## src/rtl/sdram_port_scheduler_pkg.sv

```systemverilog
// Shared definitions for the SDRAM port scheduler: defaults, port indices, FSM states
// and the round-robin pick helper.
package sdram_port_scheduler_pkg;

  localparam int unsigned SCHED_ASIZE = 22;
  localparam int unsigned SCHED_LEN_W = 9;
  localparam int unsigned NUM_PORTS   = 4;

  localparam logic [1:0] PORT_WR1 = 2'd0;
  localparam logic [1:0] PORT_WR2 = 2'd1;
  localparam logic [1:0] PORT_RD1 = 2'd2;
  localparam logic [1:0] PORT_RD2 = 2'd3;

  typedef enum logic [1:0] {
    ST_IDLE  = 2'd0,
    ST_GRANT = 2'd1,
    ST_BUSY  = 2'd2,
    ST_DONE  = 2'd3
  } sched_state_e;

  typedef struct packed {
    logic       found;
    logic [1:0] idx;
  } pick_t;

  // First eligible port searching last+1 .. last+4; later iterations override earlier,
  // so the loop runs from lowest to highest priority.
  function automatic pick_t rr_pick(input logic [3:0] elig, input logic [1:0] last);
    pick_t      r;
    logic [1:0] cand;
    r = '0;
    for (int k = 4; k >= 1; k--) begin
      cand = last + 2'(k);
      if (elig[cand]) begin
        r.found = 1'b1;
        r.idx   = cand;
      end
    end
    return r;
  endfunction

endpackage

```

## src/rtl/sdram_port_scheduler_addr_gen.sv

```systemverilog
// Per-port address/length registers: load, advance with wrap to start, and
// FIFO-level eligibility.
module sdram_port_scheduler_addr_gen
  import sdram_port_scheduler_pkg::*;
#(
  parameter int unsigned ASIZE = SCHED_ASIZE,
  parameter int unsigned LEN_W = SCHED_LEN_W,
  parameter bit          IS_RD = 1'b0
) (
  input  logic             CLK,
  input  logic             RESET_N,
  input  logic             load,
  input  logic             advance,
  input  logic [ASIZE-1:0] start_addr,
  input  logic [ASIZE-1:0] max_addr,
  input  logic [LEN_W-1:0] length,
  input  logic [LEN_W-1:0] level,
  output logic [ASIZE-1:0] addr,
  output logic [LEN_W-1:0] len,
  output logic             eligible_c
);

  logic [ASIZE:0] sum_c;

  // One extra bit so a region ending at the top of the address space compares correctly.
  assign sum_c = {1'b0, addr} + (ASIZE+1)'(len);

  always_ff @(posedge CLK or negedge RESET_N) begin
    if (!RESET_N) begin
      addr <= '0;
      len  <= '0;
    end else if (load) begin
      addr <= start_addr;
      len  <= length;
    end else if (advance) begin
      addr <= (sum_c < {1'b0, max_addr}) ? sum_c[ASIZE-1:0] : start_addr;
    end
  end

  // Writes need a full burst buffered; reads need room for a full burst.
  always_comb begin
    eligible_c = 1'b0;
    if (len != '0) begin
      eligible_c = IS_RD ? (level < len) : (level >= len);
    end
  end

endmodule

```

## src/rtl/sdram_port_scheduler.sv

```systemverilog
// Round-robin burst scheduler for the 4-port SDRAM controller (WR1/WR2/RD1/RD2).
// Define SDRAM_SCHED_WRITE_PRIORITY_EN to let eligible writes always beat reads.
module sdram_port_scheduler
  import sdram_port_scheduler_pkg::*;
#(
  parameter int unsigned ASIZE = SCHED_ASIZE,
  parameter int unsigned LEN_W = SCHED_LEN_W
) (
  input  logic                     CLK,
  input  logic                     RESET_N,
  input  logic [NUM_PORTS-1:0]     PORT_LOAD,
  input  logic [NUM_PORTS*ASIZE-1:0] PORT_ADDR,
  input  logic [NUM_PORTS*ASIZE-1:0] PORT_MAX_ADDR,
  input  logic [NUM_PORTS*LEN_W-1:0] PORT_LENGTH,
  input  logic [NUM_PORTS*LEN_W-1:0] PORT_LEVEL,
  input  logic                     SEQ_IDLE,
  input  logic                     WR_DONE,
  input  logic                     RD_DONE,
  output logic                     REQ_WR,
  output logic                     REQ_RD,
  output logic [ASIZE-1:0]         REQ_ADDR,
  output logic [LEN_W-1:0]         REQ_LENGTH,
  output logic [1:0]               WR_MASK,
  output logic [1:0]               RD_MASK
);

  logic [ASIZE-1:0]     addr_q [NUM_PORTS];
  logic [LEN_W-1:0]     len_q  [NUM_PORTS];
  logic [NUM_PORTS-1:0] elig_c;
  logic [NUM_PORTS-1:0] arb_elig_c;
  logic [NUM_PORTS-1:0] advance_c;
  pick_t                pick_c;

  sched_state_e     state_q, state_d;
  logic [1:0]       last_gnt_q, last_gnt_d;
  logic             skip_adv_q, skip_adv_d;
  logic             req_wr_d, req_rd_d;
  logic [ASIZE-1:0] req_addr_d;
  logic [LEN_W-1:0] req_len_d;
  logic [1:0]       wr_mask_d, rd_mask_d;

  for (genvar p = 0; p < NUM_PORTS; p++) begin : g_port
    sdram_port_scheduler_addr_gen #(
      .ASIZE (ASIZE),
      .LEN_W (LEN_W),
      .IS_RD (p >= 2)
    ) u_addr_gen (
      .CLK        (CLK),
      .RESET_N    (RESET_N),
      .load       (PORT_LOAD[p]),
      .advance    (advance_c[p]),
      .start_addr (PORT_ADDR[p*ASIZE +: ASIZE]),
      .max_addr   (PORT_MAX_ADDR[p*ASIZE +: ASIZE]),
      .length     (PORT_LENGTH[p*LEN_W +: LEN_W]),
      .level      (PORT_LEVEL[p*LEN_W +: LEN_W]),
      .addr       (addr_q[p]),
      .len        (len_q[p]),
      .eligible_c (elig_c[p])
    );
  end

`ifdef SDRAM_SCHED_WRITE_PRIORITY_EN
  // Reads only compete when no write port is ready.
  assign arb_elig_c = (|elig_c[1:0]) ? {2'b00, elig_c[1:0]} : {elig_c[3:2], 2'b00};
`else
  assign arb_elig_c = elig_c;
`endif

  assign pick_c = rr_pick(arb_elig_c, last_gnt_q);

  always_ff @(posedge CLK or negedge RESET_N) begin
    if (!RESET_N) begin
      state_q    <= ST_IDLE;
      last_gnt_q <= 2'd3;
      skip_adv_q <= 1'b0;
      REQ_WR     <= 1'b0;
      REQ_RD     <= 1'b0;
      REQ_ADDR   <= '0;
      REQ_LENGTH <= '0;
      WR_MASK    <= 2'b00;
      RD_MASK    <= 2'b00;
    end else begin
      state_q    <= state_d;
      last_gnt_q <= last_gnt_d;
      skip_adv_q <= skip_adv_d;
      REQ_WR     <= req_wr_d;
      REQ_RD     <= req_rd_d;
      REQ_ADDR   <= req_addr_d;
      REQ_LENGTH <= req_len_d;
      WR_MASK    <= wr_mask_d;
      RD_MASK    <= rd_mask_d;
    end
  end

  always_comb begin
    state_d    = state_q;
    last_gnt_d = last_gnt_q;
    skip_adv_d = skip_adv_q;
    req_wr_d   = REQ_WR;
    req_rd_d   = REQ_RD;
    req_addr_d = REQ_ADDR;
    req_len_d  = REQ_LENGTH;
    wr_mask_d  = WR_MASK;
    rd_mask_d  = RD_MASK;
    advance_c  = '0;

    unique case (state_q)
      ST_IDLE: begin
        if (SEQ_IDLE && (PORT_LOAD == '0) && pick_c.found) begin
          state_d    = ST_GRANT;
          last_gnt_d = pick_c.idx;
          skip_adv_d = 1'b0;
          req_addr_d = addr_q[pick_c.idx];
          req_len_d  = len_q[pick_c.idx];
          unique case (pick_c.idx)
            PORT_WR1: wr_mask_d = 2'b01;
            PORT_WR2: wr_mask_d = 2'b10;
            PORT_RD1: rd_mask_d = 2'b01;
            PORT_RD2: rd_mask_d = 2'b10;
          endcase
        end
      end

      ST_GRANT: begin
        state_d  = ST_BUSY;
        req_wr_d = |WR_MASK;
        req_rd_d = |RD_MASK;
        if (PORT_LOAD[last_gnt_q]) skip_adv_d = 1'b1;
      end

      ST_BUSY: begin
        // A reload of the granted port replaces the advance for this burst.
        if (PORT_LOAD[last_gnt_q]) skip_adv_d = 1'b1;
        if ((REQ_WR && WR_DONE) || (REQ_RD && RD_DONE)) begin
          state_d   = ST_DONE;
          req_wr_d  = 1'b0;
          req_rd_d  = 1'b0;
          wr_mask_d = 2'b00;
          rd_mask_d = 2'b00;
        end
      end

      ST_DONE: begin
        advance_c[last_gnt_q] = ~skip_adv_q;
        state_d               = ST_IDLE;
      end
    endcase
  end

endmodule

```

## config.mk

```make
export PLATFORM = sky130hd
export DESIGN_NAME = sdram_port_scheduler
export DESIGN_NICKNAME = d
export VERILOG_FILES = /design/src/rtl/sdram_port_scheduler_pkg.sv /design/src/rtl/sdram_port_scheduler_addr_gen.sv /design/src/rtl/sdram_port_scheduler.sv
export SDC_FILE = /design/constraint.sdc
export NUM_CORES = 1
export LEC_CHECK = 0
export CORE_ASPECT_RATIO = 1.25
export CORE_MARGIN = 2
export CORE_UTILIZATION = 54
export DETAILED_ROUTE_END_ITERATION = 6
export HOLD_SLACK_MARGIN = 0.15
export PLACE_DENSITY = 0.83
export SLEW_MARGIN = 20
export SYNTH_ARGS = -nofsm -noshare
export SYNTH_HDL_FRONTEND = slang
export SYNTH_HIERARCHICAL = 1
export SYNTH_SLANG_ARGS = --single-unit
```

## constraint.sdc

```tcl
create_clock -name CLK -period 5.9 [get_ports CLK]
set_clock_uncertainty 0.15 [all_clocks]
set_input_delay 0.885 -clock CLK [delete_from_list [all_inputs] [get_ports CLK]]
set_output_delay 0.885 -clock CLK [all_outputs]
set_load 0.02 [all_outputs]
```

==> results.json <==
{
  "num_io_pins": 294,
  "netlist_instances": 1674,
  "core_area_mm2": 0.0268,
  "cp.required_ns": 6.07,
  "worst_hold_path_type": "input pin to async pin",
  "ff2ff_path_depth": 17,
  "worst_slew_pin_slew_ns": 1.06,
  "mean_area_per_synthesized_cell_um2": 8.81,
  "pin_count_of_the_biggest_net_entering_global_routing": 65,
  "post_synth_num_cell_types": 100,
  "synth_common_cells": "sky130_fd_sc_hd__nand2_1 (173), sky130_fd_sc_hd__dfrtp_1 (164), sky130_fd_sc_hd__ha_1 (161)",
  "cts-hold-fix-buffers": 0,
  "worst_ep_arrival_time_ns": 5.29,
  "synth_area_leaders": "sky130_fd_sc_hd__dfrtp_1 (28%), sky130_fd_sc_hd__ha_1 (14%), sky130_fd_sc_hd__nand2_1 (4.4%)",
  "final-setup-viol-count": 0,
  "cellLeakagePower_uw": 0.00808,
  "synth-edff-count": 0,
  "clock-root-buffer": "sky130_fd_sc_hd__clkbuf_16",
  "routed_via_density": 6.10,
  "wl_per_cell_um": 20.3,
  "rsz0062_at_grt": "false",
  "grt_util_met2": 0.571,
  "clock_sinks": 166,
  "ys_async_sr_fraction": 1.00,
  "htree_num_levels": 4,
  "worstSetupEndpointType": "flip-flop",
  "syn2layout_area_growth_pct": 24.6,
  "use_met1": 0.364,
  "timing.critical_path.from_type": "flip-flop",
  "hold_viol_final": 0,
  "layout_fillers": 2186,
  "postLayoutCellArea_mm2": 0.0184,
  "worstPathMaxFanout": 21,
  "finalCriticalPeriod_ns": 5.12,
  "final_layout_size_suffix_gt1_frac": 0.0879,
  "cellPowerDensity_mw_per_mm2": 409,
  "setup.worst_path.class": "flip-flop to flip-flop",
  "busiest_layer": "met2",
  "finalWirelength_mm": 46.6,
  "sequential_fraction_of_the_synthesis_area": 0.282,
  "groute.usage.overall": 0.323,
  "antenna_violations_before_repair": 0,
  "grt_pass1_wl_mm": 72.3,
  "grt_util_met3": 0.0525,
  "synth_top_cell_area_share": 0.278,
  "number_of_iterations_in_the_first_detailed_routing_pass": 5,
  "cts-resized-gates": 0,
  "maxCapViolCount": 0,
  "tritoncts": "done",
  "power.ir.vdd_worst_v": 0.000213,
  "outcome": "finished, final reports clean",
  "netlist.top_cell.by_area": "sky130_fd_sc_hd__dfrtp_1",
  "detail_route.drc_violations": 0,
  "detail-route-antenna-nets": 0,
  "grt_pass1_vias": 14212,
  "max_clock_freq_mhz": 195,
  "final_net_count": 2354,
  "synth_most_common_cell": "sky130_fd_sc_hd__nand2_1",
  "clk-insertion-delay-late_ns": 0.43,
  "grt-ovfl-total": 0,
  "cts_max_path_buffers": 2,
  "hpwlAfterDp_mm": 37.0,
  "dieArea_mm2": 0.0287,
  "post_dp_cell_area_mm2": 0.0178,
  "num_antenna_cells": 0,
  "yosys_register_bits": 166,
  "timing_max_transition_violations_final": 0,
  "footprint_of_the_multi_input_gates_mm2": 0.00960,
  "drtIter0Drc": 1026,
  "layout.area.seq_mm2": 0.00416,
  "synth_nets": 2096,
  "final.period_utilization": 0.867,
  "gpl.final_weighted_congestion": 0.955,
  "yosys_most_used_dff": "sky130_fd_sc_hd__dfrtp_1",
  "cts-buffers-inserted": 17,
  "floorplan.initialDensity": 0.550,
  "port-buffer-count": 293,
  "vias": 13973,
  "rows": 67,
  "slew_headroom": 0.290,
  "syn-cell-area_mm2": 0.0147,
  "die_height_um": 189,
  "clk_pin_slew_ns": 0.07,
  "post_cts_buffers": 0,
  "synth_warnings": 6,
  "fin_tns_setup_ns": 0,
  "die_x_um": 152
}
worst max-delay path, stage by stage, from the launching register on:
cell                        delay, ns
sky130_fd_sc_hd__dfrtp_1         0.49
sky130_fd_sc_hd__ha_1            0.22
sky130_fd_sc_hd__inv_1           0.05
sky130_fd_sc_hd__fa_1            0.40
sky130_fd_sc_hd__nor2b_1         0.17
sky130_fd_sc_hd__o31a_2          0.22
sky130_fd_sc_hd__o221ai_4        0.15
sky130_fd_sc_hd__a2111oi_0       0.71
sky130_fd_sc_hd__xor2_1          0.20
sky130_fd_sc_hd__ha_1            0.35
sky130_fd_sc_hd__nand4_1         0.19
sky130_fd_sc_hd__nor4_1          0.31
sky130_fd_sc_hd__nand4_1         0.12
sky130_fd_sc_hd__o311ai_1        0.38
sky130_fd_sc_hd__a41oi_2         0.08
sky130_fd_sc_hd__buf_4           0.26
sky130_fd_sc_hd__mux2_1          0.33
sky130_fd_sc_hd__o22a_1          0.20
power breakdown:
group | switching (uW) | internal (uW) | leakage, uW | total (uW)
logic | 2340 | 1970 | 0.00580 | 4310
registers | 617 | 1520 | 0.00203 | 2140
clock network | 507 | 565 | 0.000254 | 1070
metrics by stage:
| stage | instances | hold slack, ns | util | setup WS, ns | total power, uW |
|---|---|---|---|---|---|
| floorplan | 1674 | 0.327 | - | 1.65 | 5070 |
| global placement | 2258 | 0.353 | 0.664 | 0.706 | 6210 |
| detailed placement | 2258 | 0.350 | 0.664 | 0.597 | 6380 |
| CTS | 2290 | 0.311 | 0.685 | 0.807 | 7480 |
| global route | 2290 | 0.318 | 0.685 | 0.436 | 8070 |
| finish | 2290 | 0.292 | 0.685 | 0.785 | 7520 |
sequential cells by signal (all words and copies together) (netlist names):
name and flops:
state_q 2, REQ_WR 1, RD_MASK 2, g_port.u_addr_gen/addr 88
skip_adv_q 1, REQ_RD 1, g_port.u_addr_gen/len 36, WR_MASK 2
REQ_LENGTH 9, REQ_ADDR 22, last_gnt_q 2
cell type report:
class	count	area share
tap	345	0.0235
clock inverter	13	0.00538
sequential	166	0.226
clock buffer	19	0.0247
timing repair buffer	312	0.167
inverter	149	0.0304
multi-input combinational	1286	0.522
final timing paths:
kind                                                   from                             to  slack, ns
worst max-delay path            g_port[1].u_addr_gen/len[0]  g_port[1].u_addr_gen/addr[18]       0.78
worst min-delay path                                RESET_N  g_port[2].u_addr_gen/addr[20]       0.29
worst max register to register  g_port[1].u_addr_gen/len[0]  g_port[1].u_addr_gen/addr[18]       0.78
worst min register to register                REQ_LENGTH[7]                  REQ_LENGTH[7]       0.37
max in group asynchronous                           RESET_N  g_port[1].u_addr_gen/addr[19]       4.08
min in group CLK                              REQ_LENGTH[7]                  REQ_LENGTH[7]       0.37
cell usage in the layout, fill, tap and decap left out, types with 19 or more instances in the layout:
master / n
sky130_fd_sc_hd__clkdlybuf4s50_1: 292
sky130_fd_sc_hd__nand2_1: 173
sky130_fd_sc_hd__dfrtp_1: 164
sky130_fd_sc_hd__ha_1: 161
sky130_fd_sc_hd__inv_1: 149
sky130_fd_sc_hd__o21ai_0: 104
sky130_fd_sc_hd__nor2_1: 82
sky130_fd_sc_hd__nand3_1: 70
sky130_fd_sc_hd__a21oi_1: 69
sky130_fd_sc_hd__mux2i_1: 55
sky130_fd_sc_hd__o21ai_1: 55
sky130_fd_sc_hd__xnor2_1: 47
sky130_fd_sc_hd__mux2_2: 46
sky130_fd_sc_hd__a221o_1: 41
sky130_fd_sc_hd__nor3_1: 30
sky130_fd_sc_hd__a21o_1: 27
sky130_fd_sc_hd__nand4_1: 26
sky130_fd_sc_hd__a211oi_1: 25
sky130_fd_sc_hd__o211ai_1: 23
sky130_fd_sc_hd__xor2_1: 20
sky130_fd_sc_hd__buf_4: 19
per-layer routing:
metal | part of all wire | up-vias
met4 | 0.059 | 0
met5 | 0 | -
met3 | 0.070 | 151
li1 | - | 6600
met2 | 0.51 | 574
met1 | 0.36 | 6648
cells by family (layout without fill, tap and decap cells):
logic type | after synthesis | in the layout | share of synthesized area
buffers and inverters | 222 | 493 | 0.0684
adder cells (fa/ha/maj) | 165 | 165 | 0.142
flip-flops | 166 | 166 | 0.282
multiplexers | 107 | 107 | 0.0781
AND/OR/NAND/NOR | 479 | 479 | 0.163
AO/OA/AOI/OAI | 468 | 468 | 0.227
XOR/XNOR | 67 | 67 | 0.0398
Note: power is estimated with default switching activity, not from simulation.
